[config.mk]
export PLATFORM = sky130hd
export DESIGN_NAME = run_sequencer
export DESIGN_NICKNAME = d
export VERILOG_FILES = /design/src/rtl/run_sequencer.sv
export SDC_FILE = /design/constraint.sdc
export NUM_CORES = 1
export LEC_CHECK = 0
export ABC_AREA = 1
export CAP_MARGIN = 5
export CORE_AREA = 2 2 69 71
export DETAILED_ROUTE_END_ITERATION = 10
export DIE_AREA = 0 0 71 73
export PLACE_DENSITY = 0.92
export SYNTH_ARGS = -nofsm -noshare
export SYNTH_HDL_FRONTEND = slang
export SYNTH_SLANG_ARGS = --single-unit
[constraint.sdc]
create_clock -name clk -period 3.6 [get_ports clk]
set_input_delay 0.72 -clock clk [delete_from_list [all_inputs] [get_ports clk]]
set_output_delay 0.72 -clock clk [all_outputs]
set_load 0.005 [all_outputs]
[src/rtl/run_sequencer.sv]
// run_sequencer: launches a processor core on one of NPROG programs.
// Sequence: IDLE (core held in reset) -> LOAD (one-cycle PC load strobe)
// -> RUN (count cycles until core_halt) -> FIN (one cycle, done) -> IDLE.
//
// Optional feature: define RUN_SEQUENCER_WATCHDOG_EN to end a RUN that
// reaches TMO counted cycles without halting (timeout=1). Without the macro
// timeout stays 0 and RUN lasts until core_halt or reset.
//
// Ports:
//   clk        clock, all state changes on the rising edge
//   reset      asynchronous active-high reset
//   req        run request, sampled only in IDLE
//   prog_sel   program index captured with req (clamped to NPROG-1)
//   prog_base  packed start addresses, entry i at [i*D +: D]
//   core_halt  core reached halt, honoured only in RUN
//   core_rst   holds the core in reset (IDLE, FIN)
//   pc_load    one-cycle PC load strobe (LOAD)
//   pc_init    PC value with pc_load, zero otherwise
//   busy       high in LOAD and RUN
//   done       run finished, held until the next accepted req
//   timeout    last run ended by the watchdog
//   cycles     RUN-cycle count of the current or last run (saturating)
// All outputs are registered.

module run_sequencer #(
  parameter int unsigned D     = 12,
  parameter int unsigned NPROG = 4,
  parameter int unsigned CW    = 16,
  parameter int unsigned TMO   = 1000
) (
  input  logic                     clk,
  input  logic                     reset,
  input  logic                     req,
  input  logic [$clog2(NPROG)-1:0] prog_sel,
  input  logic [NPROG*D-1:0]       prog_base,
  input  logic                     core_halt,
  output logic                     core_rst,
  output logic                     pc_load,
  output logic [D-1:0]             pc_init,
  output logic                     busy,
  output logic                     done,
  output logic                     timeout,
  output logic [CW-1:0]            cycles
);

  localparam int unsigned SW = $clog2(NPROG);
  localparam logic [CW-1:0] TMO_C = CW'(TMO);
  localparam logic [CW-1:0] CNT_MAX = {CW{1'b1}};

`ifdef RUN_SEQUENCER_WATCHDOG_EN
  localparam bit WDOG_EN = 1'b1;
`else
  localparam bit WDOG_EN = 1'b0;
`endif

  typedef enum logic [1:0] {
    IDLE = 2'd0,
    LOAD = 2'd1,
    RUN  = 2'd2,
    FIN  = 2'd3
  } state_t;

  state_t          state, state_nx;
  logic [SW-1:0]   sel_cl;
  logic [D-1:0]    base_sel;
  logic [CW-1:0]   cnt_inc;
  logic            limit_hit;

  logic            core_rst_nx;
  logic            pc_load_nx;
  logic [D-1:0]    pc_init_nx;
  logic            busy_nx;
  logic            done_nx;
  logic            timeout_nx;
  logic [CW-1:0]   cycles_nx;

  // Clamp the program index and select its start address.
  always_comb begin
    sel_cl = prog_sel;
    if (32'(prog_sel) >= NPROG) begin
      sel_cl = SW'(NPROG - 1);
    end
    base_sel = '0;
    for (int i = 0; i < int'(NPROG); i++) begin
      if (32'(sel_cl) == 32'(i)) begin
        base_sel = prog_base[i*D +: D];
      end
    end
  end

  // Saturating increment: the count never wraps.
  assign cnt_inc = (cycles == CNT_MAX) ? cycles : cycles + CW'(1);

  // Watchdog limit on the count this RUN cycle would reach; constant 0 when
  // the watchdog is not compiled in.
  assign limit_hit = WDOG_EN && (cnt_inc >= TMO_C);

  // Next state and next registered outputs.
  always_comb begin
    state_nx    = state;
    core_rst_nx = 1'b1;
    pc_load_nx  = 1'b0;
    pc_init_nx  = '0;
    busy_nx     = 1'b0;
    done_nx     = done;
    timeout_nx  = timeout;
    cycles_nx   = cycles;

    case (state)
      IDLE: begin
        if (req) begin
          state_nx    = LOAD;
          core_rst_nx = 1'b0;
          pc_load_nx  = 1'b1;
          pc_init_nx  = base_sel;
          busy_nx     = 1'b1;
          done_nx     = 1'b0;
          timeout_nx  = 1'b0;
          cycles_nx   = '0;
        end
      end

      LOAD: begin
        state_nx    = RUN;
        core_rst_nx = 1'b0;
        busy_nx     = 1'b1;
      end

      RUN: begin
        // Halt wins over the limit and its cycle is not counted.
        if (core_halt) begin
          state_nx = FIN;
          done_nx  = 1'b1;
        end else begin
          cycles_nx = cnt_inc;
          if (limit_hit) begin
            state_nx   = FIN;
            done_nx    = 1'b1;
            timeout_nx = 1'b1;
          end else begin
            core_rst_nx = 1'b0;
            busy_nx     = 1'b1;
          end
        end
      end

      FIN: begin
        state_nx = IDLE;
      end

      default: begin
        state_nx = IDLE;
      end
    endcase
  end

  // State and output registers.
  always_ff @(posedge clk or posedge reset) begin
    if (reset) begin
      state    <= IDLE;
      core_rst <= 1'b1;
      pc_load  <= 1'b0;
      pc_init  <= '0;
      busy     <= 1'b0;
      done     <= 1'b0;
      timeout  <= 1'b0;
      cycles   <= '0;
    end else begin
      state    <= state_nx;
      core_rst <= core_rst_nx;
      pc_load  <= pc_load_nx;
      pc_init  <= pc_init_nx;
      busy     <= busy_nx;
      done     <= done_nx;
      timeout  <= timeout_nx;
      cycles   <= cycles_nx;
    end
  end

endmodule

# After elaboration in Yosys (flattened, before gate mapping)
# Cells that the tools add are included.
[word_totals] register_bits=34 input_bits=54 out_inout_bits=33 elab_cells=48
[classes] n_addsub=1 n_eq_ne=11 n_mux=23 reduce_logical=6
[ops] op="$mux W12" count=6
[ops] op="$mux W16" count=3
[ops] op="$pmux W16 S2" count=1
[ops] op="$add A16 B1 Y16 const B" count=1
[ops] op="$eq A16 B16 Y1 const B" count=1
[ops] op="$eq A2 B2 Y1 const B" count=4
[ops] op="$ne A2 B2 Y1 const B" count=4
[ops] op="$pmux W2 S4" count=1
[ops] op="$mux W1" count=7
[ops] op="$pmux W1 S3" count=2
[ops] op="$eq A2 B1 Y1 const B" count=2
[ops] op="$logic_not A2 Y1" count=2
[ops] op="$mux W2" count=2
[ops] op="$reduce_and A4 Y1" count=1
[ops] op="$reduce_and A3 Y1" count=1
[ops] op="$pmux W1 S2" count=1
[ops] op="$reduce_and A2 Y1" count=1
[ops] op="$reduce_bool A2 Y1" count=1

# Logic depth before layout (Yosys ltp)
[depth] ltp_word=7 mapped_depth=9

# Worst setup path after synthesis
# Ideal clock, no wire load.
[synth_timing] kind="flip-flop to flip-flop" start="reg state[0]" end="reg cycles[6]" arrival_ns=1.401 path_slack_ns=2.076 path_stages_with_launch=9 path_buffers=1 path_cell_list="dfrtp_1 > inv_1 > ha_1 > nand3_1 > nor2_1 > nand4_4 > nand3_1 > buf_4 > o21ai_1"
[synth_between] elab_chain_len=3 word_cells_on_any_way=8 cone_classes="4 x eq/ne; 1 x mux; 3 x reduce/logical"
[synth_rtl] item="start, declared" line_no="63" rtl="state_t state, state_nx;"
[synth_rtl] item="start signal, assigned" line_no="169" rtl="state <= state_nx;"
[synth_rtl] item="$eq A2 B2 Y1 / $logic_not A2 Y1 (equally long branches)" line_no="109" rtl="case (state)"
[synth_rtl] item="$ne A2 B2 Y1 (no line) / $reduce_bool A2 Y1 (equally long branches)"
[synth_rtl] item="$reduce_and A4 Y1 (no line)"
[synth_rtl] item="end signal, assigned" line_no="176" rtl="cycles <= cycles_nx;"
[synth_rtl] item="end, declared" line_no="43" rtl="output logic [CW-1:0] cycles"
# Parallel ways exist; a longest one is shown, timed or not.
# A chain may end at the register's enable or synchronous reset.

# Final worst setup path
[layout_timing] start="in req" end="reg cycles[0]"
[layout_between] elab_chain_len=2
[layout_rtl] item="start, declared" line_no="33" rtl="input logic req,"
[layout_rtl] item="$ne A2 B2 Y1 (no line)"
[layout_rtl] item="$reduce_and A4 Y1 (no line)"
# Every way passes these cells.

==> reports/metrics.cfg <==
[route]
first_pass_iters=4
ant_nets=0
drc=0
wl_per_cell_um=12.7
vias=2080
drtIter0Drc=156
finalWirelength_mm=5.13
avgViaCountPerCell=5.16

[cts]
insertion_delay_ns=0.29
cts_hold_buf=0
path_clk_slew_ns=0.07
cts_sinks=34
cts_tree=yes
root_buffer=clkbuf_8
cts-htree-levels=2
cts_setup_buffers=0
cts_buffers=5
ctsResizeCount=0
clock_path_buffers=2

[critical_path]
timing.rr.end=cycles[0]
start_kind=input pin
crit_fanout=11
rr_worst_depth=6
path_class=input pin to register
cp-startpoint=req
worstReg2RegStart=state[0]
reg2reg_slack_ns=1.58
cp-endpoint=cycles[0]
arrival_ns=2.30
critPathCaptureType=register
crit_required_ns=3.80

[floorplan]
die_w_um=71
start_util_pct=44.1
die_h_um=73
fp-row-count=25
design.core.area_mm2=0.00454
io_pins=87
dieArea_mm2=0.00518

[synthesis]
yosysUniqueCellTypes=32
syn_area_mm2=0.00200
synth.top_cell.area_share_pct=41.3
synth_ff_type=dfrtp_1
synth_edf_count=0
syn_inst=262
synth_area_per_cell_um2=7.64
yosysMostFrequentCell=nand2_1
synth_area_leader_cell=dfrtp_1
synth-seq-cells=34
syn_nets=321
synthTopCellsByArea=dfrtp_1 41%, nand2_1 16%, inv_1 4.9%
ys_seq_area_share_pct=42.6
ys_warn_count=0
async_reset_ff_share_pct=100
synth.top_cells.by_count=85 x nand2_1, 33 x dfrtp_1, 26 x inv_1, 18 x nor2_1, 17 x o21ai_0

[pwr]
peakVddDrop_v=0.000248
p_per_area_mw_per_mm2=447
power.leakage_nw=1.32

[cells_and_area]
post-route-util_pct=66.0
multi_input_area_mm2=0.00100
fillers=385
n_antenna_cell=0
fin_nets=407
design_area_mm2=0.00299
drive_gt1_share_pct=7.74
register_area_um2=852
syn2layout_area_growth_pct=49.5

[grt]
antenna_found_initial=0
grt_max_degree=35
grt.total_usage_pct=20.9
grt_pass1_vias=1985
grt-ovfl-total=0
grt_pass1_wl_mm=8.47

[placed_design]
dp_hpwl_mm=4.10
dpl_cell_area_mm2=0.00288
preCtsSetupSlack_ns=1.23
numPortBuffers=85
routabilityCongestion=0.821

[outcome]
status=complete, no violations

[min_path]
min-delay-start=done
hold_path_class=register to register
holdPathStages=2

[run]
cap_violations=0

[timing]
setup_slack_ns=1.50
fin_crit_sh_pct=58.3
maxSlewHeadroom_pct=61.7
drv_slew=0
rsz0062_at_grt=false
skew_ns=0.00722
tns_ns=0
setup_violations=0
whs_ns=0.526
hold_violations=0
tightest_slew_ns=0.572
period_minus_slack_ns=2.10
max_freq_mhz=476

==> stage by stage <==
step | cells | total power, mW
floorplan | 262 | 0.785
detailed placement | 395 | 1.00
global placement | 395 | 0.972
CTS | 403 | 1.35
global route | 403 | 1.42
finish | 403 | 1.34
==> power breakdown <==
group          total (mW)  internal [mW]  switching [mW]  leakage (nW)
Sequential          0.490          0.449          0.0412         0.460
Clock               0.347          0.204           0.143        0.0579
Combinational       0.502          0.237           0.265         0.805
==> worst max-delay path, cell delays in order <==
cell	delay [ns]
clkdlybuf4s50_1	0.48
inv_1	0.04
nand2_1	0.06
nand2_1	0.07
nor2_2	0.17
nand3_1	0.44
o21ai_2	0.31
==> layout make-up <==
cell class / instances / share of cell area [%]
well taps: 54 / 2.26
repair buffers: 86 / 28.7
inverters: 27 / 3.39
flip-flops and latches: 34 / 28.5
clock buffers: 5 / 2.30
clock inverters: 3 / 1.34
multi-input cells: 194 / 33.5
==> state kept, by name (all words and copies together), names as in the netlist <==
signal	flops
done	1
core_rst	1
pc_load	1
cycles	16
pc_init	12
state	2
busy	1
==> cell families after synthesis <==
family          after synthesis  synth area share, %
simple gates                133                 29.1
compound gates               48                 14.7
buf+inv                      34                 7.25
flops                        34                 42.6
xor+xnor                      7                 3.06
fa+ha+maj                     5                 3.13
other cells                   1                0.187
==> worst min path at each step <==
stage,end
final,done
after CTS,done
after detailed placement,done
after global routing,done
after global placement,done
after floorplan,done
==> cells in the final DEF, fill, tap and decap left out, types with 2 or more instances in the layout <==
master / instances
dfrtp_1: 33
ha_1: 5
nand4_1: 2
clkinv_2: 2
o211ai_1: 7
o21bai_1: 4
o21ai_0: 17
o22ai_1: 3
nor2_2: 4
xnor2_1: 3
inv_1: 26
nand3_1: 16
nor2_1: 18
clkdlybuf4s50_1: 85
nand2_1: 85
xor2_1: 4
or2_2: 2
o21ai_1: 5
o21ai_2: 5
a21oi_1: 6
clkbuf_8: 5
==> metal layers <==
| layer | global-route usage [%] | vias up | part of all wire [%] | routed length, um |
|---|---|---|---|---|
| li1 | - | 1017 | - | - |
| met1 | 21.5 | 973 | 38 | 1970 |
| met2 | 40.9 | 80 | 54 | 2760 |
| met3 | 5.52 | 10 | 6.4 | 328 |
| met4 | 6.50 | 0 | 1.3 | 66 |
| met5 | 0 | - | 0 | 0 |
Note: power is estimated with default switching activity, not from simulation.
==> variant 1, RTL diff (same flow settings) <==
Set the parameter `D` to 13 (it was 12).
--- a/src/rtl/run_sequencer.sv
+++ b/src/rtl/run_sequencer.sv
@@ -23,7 +23,7 @@
 // All outputs are registered.
 
 module run_sequencer #(
-  parameter int unsigned D     = 12,
+  parameter int unsigned D     = 13,
   parameter int unsigned NPROG = 4,
   parameter int unsigned CW    = 16,
   parameter int unsigned TMO   = 1000
Ports: changed (resized pc_init and prog_base); port bits go from 87 to 92. No check against the original RTL was run, so the function may have changed too.
==> variant 1 against the unedited design <==
First-iteration DRC count decreased by 51%. Setup slack better by 0.060 ns. Hold slack lost 0.022 ns. Sequential power up 2%. Maximum frequency increased by 2.9%. Total power is 3.8% lower. Area after synthesis increased by 1.9%. Cell area is 2.4% higher. Sequential share of layout area up 0.14 points. Synthesized cell count up 2.3%. Sequential cell count up 1. Wire length increased by 1.6%. Count of clock-buffer cells in the layout increased by 1. Critical endpoint is now cycles[12]. Largest power group unchanged.
==> variant 1: results <==
{
  "grt.met2_usage": 0.379,
  "cts_htree_levels": 2,
  "post-place-ws_ns": 1.29,
  "path_clk_slew_ns": 0.07,
  "final.setup.tns_ns": 0,
  "cts-root-buf": "clkbuf_8",
  "finalHoldViolCount": 0,
  "postCtsSetupRepairBufs": 0,
  "crit_arrival_ns": 1.32,
  "finalSetupViolCount": 0,
  "max_stage_delay_ns": 0.55,
  "firstDrtPassIters": 6,
  "status": "complete, no violations",
  "dp_hpwl_um": 4110,
  "cts_buffer_depth": 2,
  "syn_nets": 331,
  "hold_path.class": "reg -> reg",
  "synth_async_sr_flop_share": 1.00,
  "largestRegisters": "cycles (16), pc_init (13), state (2)",
  "nNetsFinal": 423,
  "yosys-top-cells-count": "nand2_1 (85), dfrtp_1 (34), o21ai_0 (34), inv_1 (26), nor2_1 (17)",
  "port_buffers": 90,
  "grt_pass1_wl_um": 8320,
  "cts_resized": 0,
  "drt-initial-drc-count": 76,
  "track_usage": 0.203,
  "wire_per_inst_um": 12.6,
  "peakVddDrop_mv": 0.175,
  "vias": 2074,
  "synth.area.top_cells": "dfrtp_1 (42%), nand2_1 (16%), o21ai_0 (8.3%), inv_1 (4.8%), nand3_1 (3.7%)",
  "clk-insertion-delay-late_ns": 0.29,
  "met3_usage": 0.0497,
  "grt_max_degree": 36,
  "cp_top_family": "buffers and inverters",
  "place_area_mm2": 0.00298,
  "ys_dominant_reg_cell": "dfrtp_1",
  "synth_cell_types": 30,
  "p_leak_uw": 0.00138,
  "slowest_stage": "clkdlybuf4s50_1",
  "antenna_found_initial": 0,
  "finalClockSkew_ns": 0.00242,
  "gp_congestion": 0.838,
  "num_antenna_cells": 0,
  "layout-drive-gt1-share": 0.0667,
  "grt_pass1_vias": 1996,
  "ys_seq_area_frac": 0.430,
  "numCtsBuffers": 5,
  "ys_warn_count": 0,
  "met1_usage": 0.222,
  "crit_fanout": 6
}
## variant 1: metrics by stage
step,total power (uW),instances
2_1_floorplan,789,268
3_3_place_gp,984,407
3_5_place_dp,1010,407
4_1_cts,1300,414
5_1_grt,1370,414
6_report,1290,414
## variant 1: where the power goes
part           switching, uW  internal (uW)  total, uW
Clock                    138            150        288
Sequential              37.7            462        499
Combinational            262            240        501
Total                    437            851       1290
## variant 1: final cells by class
class | count | area, um2
repair buffers | 91 | 908
inverters | 27 | 101
multi-input cells | 200 | 1020
fillers | 394 | 1470
clock buffers | 6 | 82.6
flip-flops and latches | 35 | 877
well taps | 54 | 67.6
clock inverters | 1 | 5.00
## variant 1: kinds of logic (layout without fill, tap and decap cells)
family                   after synthesis  in the layout  share of synthesized area
AND/OR/NAND/NOR                      132            132                      0.285
AO/OA/AOI/OAI                         53             53                      0.145
flip-flops                            35             35                      0.430
buffers and inverters                 33            125                     0.0681
XOR/XNOR                               9              9                     0.0387
adder cells (fa/ha/maj)                5              5                     0.0307
other                                  1              1                    0.00184
## variant 1: worst paths after layout
path / start / end / slack, ns / cells past startpoint
hold / removal: done / done / 0.50 / 2
setup reg to reg: state[0] / cycles[1] / 1.82 / 8
hold reg to reg: done / done / 0.50 / 2
min in group asynchronous: reset / pc_init[9] / 0.84 / 3
max in group asynchronous: reset / core_rst / 2.43 / 3
setup / recovery: cycles[12] / cycles[12] / 1.56 / 1
## variant 1: per-layer routing
layer,vias to the layer above,share of wire,wire length (um)
li1,1044,-,-
met1,931,0.38,1980
met2,88,0.53,2740
met3,11,0.077,401
met4,0,0.017,88
met5,-,0,0
==> variant 2, RTL diff (same flow settings) <==
Without the edit above. Put one more register stage on the output `cycles`, cleared by the reset. The value now appears one clock later. The other outputs are not delayed to match. Comments in the files are not updated.
--- a/src/rtl/run_sequencer.sv
+++ b/src/rtl/run_sequencer.sv
@@ -60,6 +60,8 @@
     FIN  = 2'd3
   } state_t;
 
+  logic [CW-1:0] cycles_s0;
+
   state_t          state, state_nx;
   logic [SW-1:0]   sel_cl;
   logic [D-1:0]    base_sel;
@@ -89,7 +91,7 @@
   end
 
   // Saturating increment: the count never wraps.
-  assign cnt_inc = (cycles == CNT_MAX) ? cycles : cycles + CW'(1);
+  assign cnt_inc = (cycles_s0 == CNT_MAX) ? cycles_s0 : cycles_s0 + CW'(1);
 
   // Watchdog limit on the count this RUN cycle would reach; constant 0 when
   // the watchdog is not compiled in.
@@ -104,7 +106,7 @@
     busy_nx     = 1'b0;
     done_nx     = done;
     timeout_nx  = timeout;
-    cycles_nx   = cycles;
+    cycles_nx   = cycles_s0;
 
     case (state)
       IDLE: begin
@@ -164,7 +166,7 @@
       busy     <= 1'b0;
       done     <= 1'b0;
       timeout  <= 1'b0;
-      cycles   <= '0;
+      cycles_s0 <= '0;
     end else begin
       state    <= state_nx;
       core_rst <= core_rst_nx;
@@ -173,7 +175,15 @@
       busy     <= busy_nx;
       done     <= done_nx;
       timeout  <= timeout_nx;
-      cycles   <= cycles_nx;
+      cycles_s0 <= cycles_nx;
+    end
+  end
+
+  always_ff @(posedge clk or posedge reset) begin
+    if (reset) begin
+      cycles <= '0;
+    end else begin
+      cycles <= cycles_s0;
     end
   end
 
Check against the original RTL: not equivalent (a bounded check fails within 4 cycles, from zero or initial values and one cycle with reset high).
==> variant 2 against the unedited design <==
Sequential share of layout area increased by 9.1 points. Area after synthesis rose by 19%. Clock power decreased by 14%. Total power up 10%. Critical path depth increased by 1. Global-route usage is 1.6 points higher. First-iteration DRC count up 26%. Sequential cell count is 16 higher. Wire length up 7.4%. Largest power group is now sequential cells. Core utilization grew 7.6 points. Cell area grew 12%. Hold slack worse by 0.068 ns. Setup slack gained 0.042 ns. Highest routed layer unchanged.
==> variant 2: results <==
{
  "status": "complete, no violations",
  "vias_per_cell": 5.28,
  "path_clk_slew_ns": 0.08,
  "clk-insertion-delay-late_ns": 0.30,
  "synth_edf_count": 0,
  "postRouteWirelength_um": 5500,
  "dp_hpwl_um": 4260,
  "synth_cell_types": 28,
  "firstDrtPassIters": 4,
  "worst_slew_pin_slew_ns": 1.00,
  "drt-initial-drc-count": 196,
  "grt_max_degree": 51,
  "p_leak_uw": 0.00154,
  "crit_arrival_ns": 2.28,
  "antenna_found_initial": 0,
  "cts_htree_levels": 2,
  "syn_nets": 333,
  "ys_seq_area_frac": 0.527,
  "final_cell_count_no_fill": 414,
  "hold_path.class": "reg -> reg",
  "grt_pass1_vias": 2078,
  "largestRegisters": "cycles (16), cycles_s0 (16), pc_init (12)",
  "place_area_mm2": 0.00326,
  "cts_resized": 0,
  "ys_warn_count": 0,
  "gp_congestion": 0.874,
  "crit_fanout": 12,
  "cts_buffer_depth": 2,
  "grt_pass1_wl_um": 9090,
  "synth_async_sr_flop_share": 1.00,
  "power_switching_uw": 477,
  "synth.area.top_cells": "dfrtp_1 (52%), nand2_1 (12%), inv_1 (4.4%), o21ai_0 (4.2%), nand3_1 (3.8%)",
  "avgSynthCellArea_um2": 8.67,
  "num_antenna_cells": 0,
  "port_buffers": 85,
  "finalClockSkew_ns": 0.00595,
  "ys_dominant_reg_cell": "dfrtp_1",
  "postCtsSetupRepairBufs": 0,
  "max_stage_delay_ns": 0.60,
  "yosys-top-cells-count": "nand2_1 (78), dfrtp_1 (49), inv_1 (28), o21ai_0 (20), nand3_1 (18)",
  "track_usage": 0.225,
  "maxCapViolations": 0,
  "layout-drive-gt1-share": 0.0444,
  "peakVddDrop_mv": 0.233,
  "nNetsFinal": 419
}
-- variant 2: final cells by class --
type,instances,area (um2)
Sequential cell,50,1250
Fill cell,315,1200
Multi-Input combinational cell,190,985
Timing Repair Buffer,85,851
Inverter,28,105
Clock buffer,7,76.3
Tap cell,54,67.6
-- variant 2: through the flow --
stage,setup slack (ns),util
CTS,1.56,0.736
detailed placement,1.27,0.719
global route,1.49,0.736
floorplan,1.68,-
global placement,1.37,0.719
finish,1.54,0.736
-- variant 2: critical path: cells and delay by family --
family	cells	cell delay, ns
AOI/OAI and AO/OA	2	0.27
buffers and inverters	3	1.02
and+or+nand+nor	3	0.27
-- variant 2: per-layer routing --
metal	track usage	vias to the layer above	wire, um
li1	-	1054	-
met1	0.238	1020	2070
met2	0.402	100	2790
met3	0.0843	12	497
met4	0.0964	0	145
met5	0	-	0
-- variant 2: cell families after synthesis --
kind of cell	Yosys count	synth area share
simple gates	125	0.234
compound gates	50	0.120
flops	50	0.527
buf+inv	34	0.0585
xor+xnor	9	0.0332
fa+ha+maj	5	0.0263
other cells	1	0.00158
-- variant 2: path summary, 6_finish.rpt --
check                             start            to  slack, ns  depth (start not counted)
setup / recovery            prog_sel[1]   pc_init[11]       1.54                          8
hold / removal             cycles_s0[6]     cycles[6]       0.46                          0
setup reg to reg               state[0]  cycles_s0[1]       1.74                          9
hold reg to reg            cycles_s0[6]     cycles[6]       0.46                          0
max in group asynchronous         reset     cycles[6]       2.01                          2
min in group asynchronous         reset       pc_load       0.97                          2
-- variant 2: power groups by stage --
stage	logic, uW	registers, uW	clock network (uW)
finish	504	673	299
global route	564	680	330
detailed placement	498	685	0
global placement	480	680	0
floorplan	285	682	0
CTS	503	674	308
